### src/rtl/tw_cpu.sv
// tw_cpu: two-register accumulator CPU with a FETCH/EXEC/HALT control FSM and a
// request/acknowledge instruction-memory port. Carry is produced only by adds.
module tw_cpu #(
  parameter int DATA_W = 4,
  parameter int ADDR_W = 4
) (
  input  logic              clock,
  input  logic              reset,
  output logic              imem_req,
  output logic [ADDR_W-1:0] imem_addr,
  input  logic              imem_ack,
  input  logic [DATA_W+3:0] imem_data,
  input  logic [DATA_W-1:0] in,
  output logic [DATA_W-1:0] out,
  output logic              out_strobe,
  output logic              halted
);

  typedef enum logic [1:0] {
    S_FETCH,
    S_EXEC,
    S_HALT
  } state_e;

  typedef enum logic [3:0] {
    OP_ADDA_IMM = 4'h0,
    OP_A_FROM_B = 4'h1,
    OP_A_FROM_IN = 4'h2,
    OP_A_IMM    = 4'h3,
    OP_B_FROM_A = 4'h4,
    OP_ADDB_IMM = 4'h5,
    OP_B_FROM_IN = 4'h6,
    OP_B_IMM    = 4'h7,
    OP_ADDA_B   = 4'h8,
    OP_OUT_B    = 4'h9,
    OP_HALT     = 4'hA,
    OP_OUT_IMM  = 4'hB,
    OP_JC       = 4'hC,
    OP_NOP      = 4'hD,
    OP_JMP      = 4'hE,
    OP_JNC      = 4'hF
  } op_e;

  state_e              state_q;
  logic [ADDR_W-1:0]   pc_q, pc_d;
  logic [DATA_W+3:0]   ir_q;
  logic [DATA_W-1:0]   a_q, a_d;
  logic [DATA_W-1:0]   b_q, b_d;
  logic                c_q, c_d;
  logic [DATA_W-1:0]   out_q, out_d;
  logic                req_q;
  logic                strobe_q, strobe_d;
  logic                halted_q;
  logic                halt_d;

  op_e                 op;
  logic [DATA_W-1:0]   imm;

  function automatic logic [DATA_W:0] add_wide(input logic [DATA_W-1:0] x,
                                               input logic [DATA_W-1:0] y);
    return {1'b0, x} + {1'b0, y};
  endfunction

  function automatic logic [ADDR_W-1:0] jump_target(input logic [DATA_W-1:0] v);
    return ADDR_W'(v);
  endfunction

  assign op  = op_e'(ir_q[DATA_W+3:DATA_W]);
  assign imm = ir_q[DATA_W-1:0];

  // Execute-stage datapath: next register values for the instruction in IR.
  // C defaults to 0 so every non-add opcode clears it; jumps read c_q first.
  always_comb begin
    a_d      = a_q;
    b_d      = b_q;
    c_d      = 1'b0;
    out_d    = out_q;
    strobe_d = 1'b0;
    halt_d   = 1'b0;
    pc_d     = pc_q + ADDR_W'(1);
    case (op)
      OP_ADDA_IMM:  {c_d, a_d} = add_wide(a_q, imm);
      OP_A_FROM_B:  a_d = b_q;
      OP_A_FROM_IN: a_d = in;
      OP_A_IMM:     a_d = imm;
      OP_B_FROM_A:  b_d = a_q;
      OP_ADDB_IMM:  {c_d, b_d} = add_wide(b_q, imm);
      OP_B_FROM_IN: b_d = in;
      OP_B_IMM:     b_d = imm;
      OP_ADDA_B:    {c_d, a_d} = add_wide(a_q, b_q);
      OP_OUT_B: begin
        out_d    = b_q;
        strobe_d = 1'b1;
      end
      OP_HALT:      halt_d = 1'b1;
      OP_OUT_IMM: begin
        out_d    = imm;
        strobe_d = 1'b1;
      end
      OP_JC:        if (c_q) pc_d = jump_target(imm);
      OP_NOP:       ;
      OP_JMP:       pc_d = jump_target(imm);
      OP_JNC:       if (!c_q) pc_d = jump_target(imm);
      default:      ;
    endcase
  end

  // Control FSM with registered outputs. req_q is low in the first FETCH cycle
  // after reset, so an ack is only accepted once the request is visible.
  always_ff @(posedge clock or negedge reset) begin
    if (!reset) begin
      state_q  <= S_FETCH;
      pc_q     <= '0;
      ir_q     <= '0;
      a_q      <= '0;
      b_q      <= '0;
      c_q      <= 1'b0;
      out_q    <= '0;
      req_q    <= 1'b0;
      strobe_q <= 1'b0;
      halted_q <= 1'b0;
    end else begin
      strobe_q <= 1'b0;
      case (state_q)
        S_FETCH: begin
          req_q <= 1'b1;
          if (req_q && imem_ack) begin
            ir_q    <= imem_data;
            req_q   <= 1'b0;
            state_q <= S_EXEC;
          end
        end
        S_EXEC: begin
          a_q      <= a_d;
          b_q      <= b_d;
          c_q      <= c_d;
          out_q    <= out_d;
          pc_q     <= pc_d;
          strobe_q <= strobe_d;
          if (halt_d) begin
            halted_q <= 1'b1;
            state_q  <= S_HALT;
          end else begin
            req_q   <= 1'b1;
            state_q <= S_FETCH;
          end
        end
        S_HALT: ;
        default: begin
          req_q   <= 1'b0;
          state_q <= S_FETCH;
        end
      endcase
    end
  end

  assign imem_req   = req_q;
  assign imem_addr  = pc_q;
  assign out        = out_q;
  assign out_strobe = strobe_q;
  assign halted     = halted_q;

endmodule

### config.mk
export PLATFORM = sky130hd
export DESIGN_NAME = tw_cpu
export DESIGN_NICKNAME = d
export VERILOG_FILES = /design/src/rtl/tw_cpu.sv
export SDC_FILE = /design/constraint.sdc
export NUM_CORES = 1
export LEC_CHECK = 0
export BUFFER_PORTS_ARGS = -buffer_cell sky130_fd_sc_hd__buf_2
export CORE_ASPECT_RATIO = 2
export CORE_MARGIN = 5
export CORE_UTILIZATION = 40
export DETAILED_ROUTE_END_ITERATION = 7
export PLACE_DENSITY = 0.56
export SETUP_SLACK_MARGIN = 0.05
export SYNTH_ARGS = -nofsm -noshare
export SYNTH_HDL_FRONTEND = slang
export SYNTH_SLANG_ARGS = --single-unit
### constraint.sdc
create_clock -name clock -period 2.2 [get_ports clock]
set_input_delay 0.22 -clock clock [delete_from_list [all_inputs] [get_ports clock]]
set_output_delay 0.22 -clock clock [all_outputs]
set_load 0.01 [all_outputs]
==> results.yml <==
placed_design:
  gp_congestion: 0.861
  dp_hpwl_um: 3930
  port_buffers: 25
synthesis:
  ys_seq_elements: 30
  netlist_instances: 193
  synth_flop_cell: "dfrtp_1"
  synth-edff-count: 0
  synth_warnings: 0
  synth_cell_types: 54
  synth_area_um2: 2030
  syn-mean-instance-area_um2: 10.5
  yosysSeqAreaShare_pct: 37.0
  synthArstFlopShare_pct: 100
  syn_nets: 224
drt:
  drc_errors: 0
  wirelength_um: 5180
  antenna_left: 0
  vias_per_cell: 5.57
  wl_per_cell_um: 18.0
  first_pass_iters: 4
  vias: 1598
  initialDrtViolationCount: 54
sta:
  finalCritPeriodShare_pct: 92.4
  finClkSkew_ns: 0.00538
  drv_slew: 0
  rsz0062_at_grt: "false"
  tns_ns: 0
  relSlewSlack_pct: 54.9
  hold_viol_final: 0
  worst_pin_slew_ns: 0.677
  fmax_mhz: 492
  fin_crit_ns: 2.03
  final-setup-viol-count: 0
cts:
  clockBufferDepth: 2
  clockRootBuffer: "clkbuf_8"
  cts.sinks: 30
  cts_made_buffers: 5
  cts_tree: "built"
  htreeDepth: 2
  clkTransAtPathRegs_ns: 0.07
  clkLatencyLatePin_ns: 0.29
  cts_resized: 0
  post_cts_buffers: 0
  hold_buffers: 1
power:
  vdd_drop_max_mv: 0.802
  powerDensity_nw_per_um2: 1630
  finalPower_w: 0.00385
  p_leak_nw: 1.11
setup_path:
  cp.arrival_ns: 2.21
  crit_path_end_kind: "register"
  cp-start-kind: "register"
  worstPathRequired_ns: 2.38
  crit_type: "register to register"
  cp_max_fo: 5
finish:
  synthToLayoutAreaGrowth_pct: 16.5
  fillers: 486
  diodes: 0
  drive_gt1_share_pct: 25.7
  regArea_um2: 751
  multi_input_area_um2: 1190
  finish.net_count: 260
grt:
  grtUsageMet2_pct: 31.4
  use_met1_pct: 19.7
  grt_use_met3_pct: 2.68
  grt_pass1_vias: 1655
  grt-ovfl-total: 0
  grt_max_degree: 31
  grt.busiest_layer: "met2"
  track_usage_pct: 17.5
  grt_first_pass_wirelength_um: 8600
  antenna_found_initial: 0
outcome:
  status: "complete, no violations"
floorplan:
  die-area_um2: 6680
  rows: 36
  die_w_um: 60.4
  die_h_um: 111
  initial_utilization_pct: 41.3
  core_um2: 4910
  ioPinCount: 26
worst_hold_path:
  holdCritPathClass: "input pin to register"
run:
  max_cap_violations: 0
==> cell usage after synthesis, types with 2 or more instances <==
library cell / count / share of area (%)
nor3b_1: 2 / 0.74
buf_4: 3 / 1.1
fa_1: 3 / 3.0
mux2_2: 8 / 4.4
nor4bb_1: 2 / 0.99
xnor2_1: 3 / 1.3
a21oi_1: 11 / 2.7
ha_1: 13 / 8.0
a22oi_1: 3 / 1.1
buf_2: 4 / 0.99
o31ai_1: 2 / 0.74
nand3_1: 2 / 0.49
o21ai_0: 10 / 2.5
a21o_1: 5 / 1.9
inv_1: 7 / 1.3
mux2i_1: 13 / 6.4
o2111ai_1: 2 / 0.86
nand2_1: 12 / 2.2
mux4_2: 2 / 2.2
nor2b_1: 4 / 1.2
nand2b_1: 5 / 1.5
and3_1: 3 / 0.93
nor2_1: 12 / 2.2
dfrtp_1: 30 / 37
a31oi_1: 3 / 0.93
==> layout by cell type, fill, tap and decap left out, types with 2 or more instances in the layout <==
cell,n
nand2_1,12
clkbuf_8,6
a22oi_1,3
buf_4,12
fa_1,3
mux4_2,2
nor4bb_1,2
nor2b_1,4
and3_1,3
buf_2,25
o21ai_0,10
nor2_1,12
mux2_2,8
xnor2_1,3
mux2i_1,13
nand3_1,2
nor3b_1,2
ha_1,13
o31ai_1,2
dfrtp_1,30
a31oi_1,3
inv_1,7
o2111ai_1,2
nand2b_1,5
a21o_1,5
a21oi_1,11
==> routing by layer <==
layer | wire [µm] | part of all wire, %
met5 | 0 | 0
met1 | 2000 | 39
met2 | 2890 | 56
met3 | 186 | 3.6
met4 | 97 | 1.9
==> worst max-delay path, stage by stage, from the launching register on <==
cell	delay, ns
dfrtp_1	0.40
ha_1	0.18
inv_1	0.05
fa_1	0.43
xnor2_1	0.15
mux4_2	0.43
mux2_2	0.27
==> cell families after synthesis <==
logic type                 share of synthesized area (%)
AOI/OAI and AO/OA                                   16.3
DFF                                                 37.0
buffers and inverters                               4.32
xor gates and xnor gates                            1.30
muxes                                               14.4
and+or+nand+nor                                     15.7
adders and majority gates                           11.0
==> cell type report <==
cell class              count  share of cell area, %
inverters                   8                   1.27
clock buffers               6                   3.50
well taps                  57                   3.02
multi-input cells         146                   50.4
clock inverters             2                  0.530
flip-flops and latches     30                   31.8
repair buffers             38                   9.53
==> sequential cells by signal, summed over array words and instances, names as in the netlist <==
signal,flops
imem_addr,4
imem_req,1
c_q,1
out,4
halted,1
b_q,4
out_strobe,1
ir_q,8
a_q,4
state_q,2
==> metrics by stage <==
stage	cells	hold slack [ns]	worst slack [ns]	area [µm²]	util (%)
2_1_floorplan	193	-0.0756	0.260	2030	-
3_3_place_gp	278	0.308	0.193	2260	46.0
3_5_place_dp	278	0.308	0.172	2260	46.0
4_1_cts	287	0.122	0.163	2360	48.1
5_1_grt	287	0.132	0.0541	2360	48.1
6_report	287	0.125	0.168	2360	48.1
==> final timing paths <==
kind                       endpoint  cells after the start  slack, ns    startpoint
setup / recovery             b_q[2]                      6       0.17        b_q[0]
hold / removal              ir_q[7]                      3       0.12  imem_data[7]
setup reg to reg             b_q[2]                      6       0.17        b_q[0]
hold reg to reg              halted                      1       0.48        halted
max in group asynchronous       c_q                      2       1.26         reset
min in group asynchronous    b_q[1]                      2       0.50         reset
==> power by group <==
group	switching (W)	internal (W)
combinational	0.00109	0.00108
sequential	0.000383	0.000815
clock	0.000236	0.000251
total	0.00171	0.00214
Note: power is estimated with default switching activity, not from simulation.
